`src/rtl/acc_sat.sv`:
```
// Signed saturating accumulator: sums a vector of i_len beats onto a bias,
// clamping to the signed rails after every beat, with optional ReLU on the result.
module acc_sat #(
  parameter int DATA_WIDTH = 16,
  parameter int LEN_WIDTH  = 8
) (
  input  logic                  clk,
  input  logic                  rst,
  input  logic                  clr,
  input  logic                  i_start,
  input  logic [LEN_WIDTH-1:0]  i_len,
  input  logic [DATA_WIDTH-1:0] i_bias,
  input  logic                  i_relu_en,
  input  logic                  i_valid,
  input  logic [DATA_WIDTH-1:0] i_data,
  output logic                  o_ready,
  output logic                  o_valid,
  input  logic                  i_ready,
  output logic [DATA_WIDTH-1:0] o_result,
  output logic                  o_sat,
  output logic                  o_busy
);

  typedef enum logic [1:0] {
    IDLE  = 2'd0,
    ACCUM = 2'd1,
    OUT   = 2'd2
  } state_t;

  localparam logic [DATA_WIDTH-1:0] SAT_MAX = {1'b0, {(DATA_WIDTH-1){1'b1}}};
  localparam logic [DATA_WIDTH-1:0] SAT_MIN = {1'b1, {(DATA_WIDTH-1){1'b0}}};
  localparam logic [LEN_WIDTH-1:0]  LEN_ONE = {{(LEN_WIDTH-1){1'b0}}, 1'b1};

  // MSB of the return value flags a clamp; the two top bits of the widened sum
  // differ exactly when the true sum left the DATA_WIDTH signed range.
  function automatic logic [DATA_WIDTH:0] sat_add(input logic [DATA_WIDTH-1:0] a,
                                                   input logic [DATA_WIDTH-1:0] b);
    logic [DATA_WIDTH:0] s;
    s = {a[DATA_WIDTH-1], a} + {b[DATA_WIDTH-1], b};
    case (s[DATA_WIDTH -: 2])
      2'b01:   sat_add = {1'b1, SAT_MAX};
      2'b10:   sat_add = {1'b1, SAT_MIN};
      default: sat_add = {1'b0, s[DATA_WIDTH-1:0]};
    endcase
  endfunction

  function automatic logic [DATA_WIDTH-1:0] relu(input logic [DATA_WIDTH-1:0] v,
                                                 input logic en);
    relu = (en && v[DATA_WIDTH-1]) ? {DATA_WIDTH{1'b0}} : v;
  endfunction

  state_t                state_q;
  logic [DATA_WIDTH-1:0] acc_q;
  logic [LEN_WIDTH-1:0]  cnt_q;
  logic [LEN_WIDTH-1:0]  len_q;
  logic                  relu_q;
  logic                  sat_q;
  logic [DATA_WIDTH-1:0] result_q;
  logic                  valid_q;
  logic                  ready_q;
  logic                  busy_q;

  logic [DATA_WIDTH-1:0] acc_d;
  logic                  sat_d;
  logic [LEN_WIDTH-1:0]  cnt_d;
  logic                  beat_s;
  logic                  last_s;

  // Next accumulator value and end-of-vector detection for an accepted beat.
  always_comb begin
    {sat_d, acc_d} = sat_add(acc_q, i_data);
    cnt_d          = cnt_q + LEN_ONE;
    beat_s         = i_valid & ready_q;
    last_s         = (cnt_d == len_q);
  end

  // Control FSM with all outputs registered.
  always_ff @(posedge clk) begin
    if (rst) begin
      state_q  <= IDLE;
      acc_q    <= {DATA_WIDTH{1'b0}};
      cnt_q    <= {LEN_WIDTH{1'b0}};
      len_q    <= {LEN_WIDTH{1'b0}};
      relu_q   <= 1'b0;
      sat_q    <= 1'b0;
      result_q <= {DATA_WIDTH{1'b0}};
      valid_q  <= 1'b0;
      ready_q  <= 1'b0;
      busy_q   <= 1'b0;
    end else if (clr) begin
      state_q <= IDLE;
      acc_q   <= {DATA_WIDTH{1'b0}};
      cnt_q   <= {LEN_WIDTH{1'b0}};
      sat_q   <= 1'b0;
      valid_q <= 1'b0;
      ready_q <= 1'b0;
      busy_q  <= 1'b0;
    end else begin
      case (state_q)
        IDLE: begin
          if (i_start) begin
            acc_q  <= i_bias;
            len_q  <= i_len;
            relu_q <= i_relu_en;
            cnt_q  <= {LEN_WIDTH{1'b0}};
            sat_q  <= 1'b0;
            busy_q <= 1'b1;
            if (i_len == {LEN_WIDTH{1'b0}}) begin
              state_q  <= OUT;
              result_q <= relu(i_bias, i_relu_en);
              valid_q  <= 1'b1;
            end else begin
              state_q <= ACCUM;
              ready_q <= 1'b1;
            end
          end
        end
        ACCUM: begin
          if (beat_s) begin
            acc_q <= acc_d;
            sat_q <= sat_q | sat_d;
            cnt_q <= cnt_d;
            if (last_s) begin
              state_q  <= OUT;
              result_q <= relu(acc_d, relu_q);
              valid_q  <= 1'b1;
              ready_q  <= 1'b0;
            end
          end
        end
        OUT: begin
          if (i_ready) begin
            state_q <= IDLE;
            valid_q <= 1'b0;
            busy_q  <= 1'b0;
          end
        end
        default: begin
          state_q <= IDLE;
          valid_q <= 1'b0;
          ready_q <= 1'b0;
          busy_q  <= 1'b0;
        end
      endcase
    end
  end

  assign o_ready  = ready_q;
  assign o_valid  = valid_q;
  assign o_result = result_q;
  assign o_sat    = sat_q;
  assign o_busy   = busy_q;

endmodule

```
`config.mk`:
```
export PLATFORM = sky130hd
export DESIGN_NAME = acc_sat
export DESIGN_NICKNAME = d
export VERILOG_FILES = /design/src/rtl/acc_sat.sv
export SDC_FILE = /design/constraint.sdc
export NUM_CORES = 1
export LEC_CHECK = 0
export CAP_MARGIN = 15
export CORE_AREA = 2 2 119 87
export DETAILED_ROUTE_END_ITERATION = 8
export DIE_AREA = 0 0 121 89
export GPL_TIMING_DRIVEN = 0
export PLACE_DENSITY_LB_ADDON = 0.05
export SLEW_MARGIN = 15
export SYNTH_ARGS = -nofsm -noshare
export SYNTH_HDL_FRONTEND = slang
export SYNTH_SLANG_ARGS = --single-unit
```
`constraint.sdc`:
```
create_clock -name clk -period 7.1 [get_ports clk]
set_input_delay 1.42 -clock clk [delete_from_list [all_inputs] [get_ports clk]]
set_output_delay 1.42 -clock clk [all_outputs]
set_load 0.02 [all_outputs]
```
# Word level (Yosys, flattened, before mapping)
# Index checks and enable logic that the tools add are counted.
dict set report word_totals {
  output_inout_bits 20
  in_bits 47
  wordCells 77
  register_bits 55
}
dict set report op_classes {
  muxes 36
  n_bitwise 5
  n_reduce_logical 13
  eq_ne 11
  add_sub_neg 2
}
# operator n
set op_table {}
lappend op_table {{$mux W16} 8}
lappend op_table {{$pmux W16 S2} 2}
lappend op_table {{$pmux W17 S2} 1}
lappend op_table {{$add A16 B16 Y17} 1}
lappend op_table {{$mux W8} 2}
lappend op_table {{$pmux W8 S2} 1}
lappend op_table {{$mux W1} 12}
lappend op_table {{$ne A2 B2 Y1 const B} 6}
lappend op_table {{$mux W2} 5}
lappend op_table {{$reduce_and A5 Y1} 2}
lappend op_table {{$pmux W1 S3} 3}
lappend op_table {{$reduce_and A3 Y1} 3}
lappend op_table {{$add A8 B1 Y8 const B} 1}
lappend op_table {{$eq A8 B8 Y1} 1}
lappend op_table {{$logic_not A8 Y1} 1}
lappend op_table {{$pmux W2 S3} 1}
lappend op_table {{$reduce_and A6 Y1} 1}
lappend op_table {{$eq A2 B1 Y1 const B} 2}
lappend op_table {{$eq A2 B2 Y1 const B} 2}
lappend op_table {{$reduce_and A4 Y1} 1}
lappend op_table {{$not A1 Y1} 3}
lappend op_table {{$logic_and A1 B1 Y1} 2}
lappend op_table {{$logic_not A2 Y1} 1}
lappend op_table {{$pmux W1 S2} 1}
lappend op_table {{4 further kinds} 4}

# Logic depth before layout (Yosys ltp)
dict set report logic_depth {
  depth_word 8
  ltp_mapped 17
  depth_no_buf 16
}

# Least setup slack after synthesis
# Ideal clock, no wire load.
dict set report synth_timing {
  path_type {input to register}
  from {input port i_data[0]}
  to {register result_q[13] (netlist: o_result[13])}
  t_required_ps 6967
  slack_ps 2387
  n_path_buf 2
  setup_ps 133
  arrival_time_ps 4581
  path_stages 17
  cell_sequence {ha_1 -> inv_1 -> fa_1 -> nand2b_1 -> a21oi_1 -> o21ai_2 -> a2111oi_4 -> o21ai_0 -> a31o_2 -> ha_1 -> clkbuf_1 -> nor2b_1 -> clkbuf_1 -> a31oi_1 -> nor2_1 -> a221oi_1 -> a211oi_2}
}
dict set report synth_via {
  elab_chain_cells 8
  word_cells_on_any_way 9
  classes_between {add/sub: 1; eq/ne: 2; mux: 5; reduce/logical: 1}
}
# item line
set synth_lines {}
lappend synth_lines {{start: declaration} 15} ;# input logic [DATA_WIDTH-1:0] i_data,
lappend synth_lines {{$add A16 B16 Y17 (*)} 39} ;# s = {a[DATA_WIDTH-1], a} + {b[DATA_WIDTH-1], b};
lappend synth_lines {{$eq A2 B2 Y1 or $eq A2 B1 Y1 (tied branches)} 40} ;# case (s[DATA_WIDTH -: 2])
lappend synth_lines {{$pmux W17 S2 (*)} 40}
lappend synth_lines {{$logic_and A1 B1 Y1} 49} ;# relu = (en && v[DATA_WIDTH-1]) ? {DATA_WIDTH{1'b0}} : v;
lappend synth_lines {{$mux W16 (*)} 49}
lappend synth_lines {{$mux W16 (*)} 123} ;# if (last_s) begin
lappend synth_lines {{$mux W16 (*)} 119} ;# if (beat_s) begin
lappend synth_lines {{$pmux W16 S2 (*)} 99} ;# case (state_q)
lappend synth_lines {{end signal: assignment} 86} ;# result_q <= {DATA_WIDTH{1'b0}};
lappend synth_lines {{end signal: assignment} 110} ;# result_q <= relu(i_bias, i_relu_en);
lappend synth_lines {{end signal: assignment} 125} ;# result_q <= relu(acc_d, relu_q);
lappend synth_lines {{end: declaration} 58} ;# logic [DATA_WIDTH-1:0] result_q;
# Mark *: on every way between the ends. The rest lies on a longest branch, timed or not. The select of a mux whose other input is x is not followed.
# A chain may end at the register's enable or synchronous reset.

# Final worst setup path
# Same ends and word-level chain as after synthesis.

==> results.ini <==
[timing]
setup_viol=0
worst_slack_ns=1.27
clock.fmax_ghz=0.172
grt_setup_unrepaired=no
post-route-min-period_ns=5.83
slew_viol_final=0
final_hold_viol_count=0
relSlewSlack=0.493
tightest_slew_ns=0.758
tns_ns=0
finClkSkew_ns=0.00925
post-route-period-util=0.821

[synthesis]
synthAdderAreaFrac=0.0738
synth.avg_cell_area_um2=7.80
synth_most_common_cell=nand2_1
postSynth.asyncResetShare=0
synth_top_family_by_area=compound AO/OA/AOI/OAI gates
synth.top_cell.area_share=0.301
ys_warn_count=0
ys_top_cells_by_area=dfxtp_1 (30%), a21oi_1 (6.8%), ha_1 (6.8%)
syn_area_um2=3660
synthMuxAreaShare=0.00308
syn_nets=537
netlist_instances=469
yosysSeqAreaShare=0.301
ys_types=62
ys_seq_elements=55
yosys-top-cells-count=nand2_1 (60), dfxtp_1 (55), nor2_1 (55)
synthSimpleGateAreaFrac=0.242
synth_xor_area_frac=0.0455
synth_compound_area_frac=0.281
synth_edf_count=0
synth_top_area_cell=dfxtp_1
ys.flop_type=dfxtp_1

[cts]
path_clk_slew_ns=0.08
root_buffer=clkbuf_16
htreeDepth=2
cts_tree=built
cts_buffers=5
clockBufferDepth=2
cts_resized=0
cts.sinks=55
cts_setup_buffers=0
clock_latency_ns=0.31
cts-hold-fix-buffers=0

[layout]
diodes=0
final_nets=609
utilization=0.489
fin_area_um2=4640
syn_to_final_growth_pct=26.8
drive_gt1_frac=0.0904

[critical_path]
cp-end-kind=register
path_class=in2reg
path_max_fanout=10
cp.required_ns=7.27
arrival_ns=5.99
start_kind=input pin

[power_and_ir_drop]
power.density_nw_per_um2=175
peakVddDrop_mv=0.0939
p_total_mw=0.812
p_leak_nw=1.74

[floorplanning]
start_util=0.385
rows=30
coreArea_um2=9500
die_w_um=121
num_io_pins=67
die_h_um=89
die-area_um2=10800

[detailed_routing]
vias=3734
wl_per_cell_um=17.3
dr.pass1.iters=5
ant_nets=0
drc_errors=0
drt_wl_total_mm=11.6
viasPerCell=5.57
drt_iter0_drc=269

[place]
hpwl_mm=9.00
place_congestion=0.851
io_buffers=65
place_area_um2=4470
post-place-ws_ns=0.984

[global_routing]
grt_pass1_vias=3426
grt_overflow=0
grt_pass1_wl_mm=18.2
grt_max_degree=18
grt_usage=0.220
antenna_found_initial=0

[min_path]
min_path_type=reg2reg

[flow_run]
maxCapViolations=0

[outcome]
status=finished, final reports clean

==> registers in the layout, summed over array words and instances, names as in the netlist <==
signal    cells
acc_q        16
o_result     16
cnt_q         8
len_q         8
state_q       2
o_busy        1
o_ready       1
o_sat         1
o_valid       1
relu_q        1
==> placed cells by master, fill, tap and decap left out, types with 2 or more instances in the layout <==
| master | n |
|---|---|
| a211o_1 | 5 |
| a211oi_1 | 14 |
| a211oi_2 | 8 |
| a21o_1 | 3 |
| a21oi_1 | 50 |
| a221oi_1 | 2 |
| a22oi_1 | 3 |
| a31oi_1 | 13 |
| and3_2 | 2 |
| buf_1 | 3 |
| buf_6 | 5 |
| clkbuf_1 | 14 |
| clkbuf_16 | 5 |
| clkdlybuf4s50_1 | 65 |
| dfxtp_1 | 55 |
| ha_1 | 20 |
| inv_1 | 11 |
| nand2_1 | 60 |
| nand2b_1 | 4 |
| nand3_1 | 10 |
| nor2_1 | 55 |
| nor2_2 | 6 |
| nor2b_1 | 6 |
| nor3_1 | 21 |
| nor4_1 | 4 |
| o211a_1 | 2 |
| o211ai_1 | 5 |
| o21a_1 | 3 |
| o21ai_0 | 23 |
| o21bai_1 | 5 |
| or2_2 | 3 |
| or3_1 | 5 |
| xnor2_1 | 11 |
| xor2_1 | 8 |
==> cell type report <==
cell class                 count  area, µm²
buffer                        26        155
clock inverter                 3       43.8
timing repair buffer          65        651
clock buffer                   5        125
sequential                    55       1100
multi-input combinational    377       2360
fill                         953       4860
tap                          128        160
inverter                      11       41.3
==> worst paths after layout <==
check / depth (start not counted) / endpoint / startpoint / slack, ns
setup / recovery: 18 / o_result[13] / i_data[0] / 1.27
setup reg to reg: 17 / o_result[13] / acc_q[0] / 2.51
hold reg to reg: 2 / acc_q[0] / acc_q[0] / 0.46
hold / removal: 2 / acc_q[0] / acc_q[0] / 0.46
==> power by group <==
group          switching (mW)  internal [mW]  total, mW
clock                   0.124          0.167      0.290
sequential            0.00624          0.317      0.323
combinational           0.117         0.0807      0.198
total                   0.247          0.565      0.812
==> kinds of logic (layout without fill, tap and decap cells) <==
logic type      count (synthesis)  in the layout
fa+ha+maj                      21             21
flops                          55             55
simple gates                  188            188
mux                             1              1
compound gates                148            148
xor+xnor                       19             19
buf+inv                        37            110
==> critical path, cell delays in order <==
cell	delay, ns
clkdlybuf4s50_1	0.46
ha_1	0.20
inv_1	0.07
fa_1	0.39
nand2b_1	0.20
a21oi_1	0.33
o21ai_2	0.18
a2111oi_4	0.36
o21ai_0	0.19
a31o_2	0.29
ha_1	0.27
clkbuf_1	0.46
nor2b_1	0.10
clkbuf_1	0.28
a31oi_1	0.23
nor2_1	0.05
a221oi_1	0.37
a211oi_2	0.13
==> stage by stage <==
| step | std cells | hold WS [ns] |
|---|---|---|
| finish | 670 | 0.459 |
| global route | 670 | 0.492 |
| CTS | 670 | 0.462 |
| detailed placement | 662 | 0.453 |
| global placement | 662 | 0.445 |
| floorplan | 469 | 0.436 |
==> per-layer routing <==
metal  global-route usage  wire length (µm)  vias up
met5                    0                 0        -
met4               0.0518               126        0
met3               0.0395               673       15
met2                0.334              4810      111
met1                0.324              5970     1756
li1                     -                 -     1852
(Power assumes the default switching activity.)
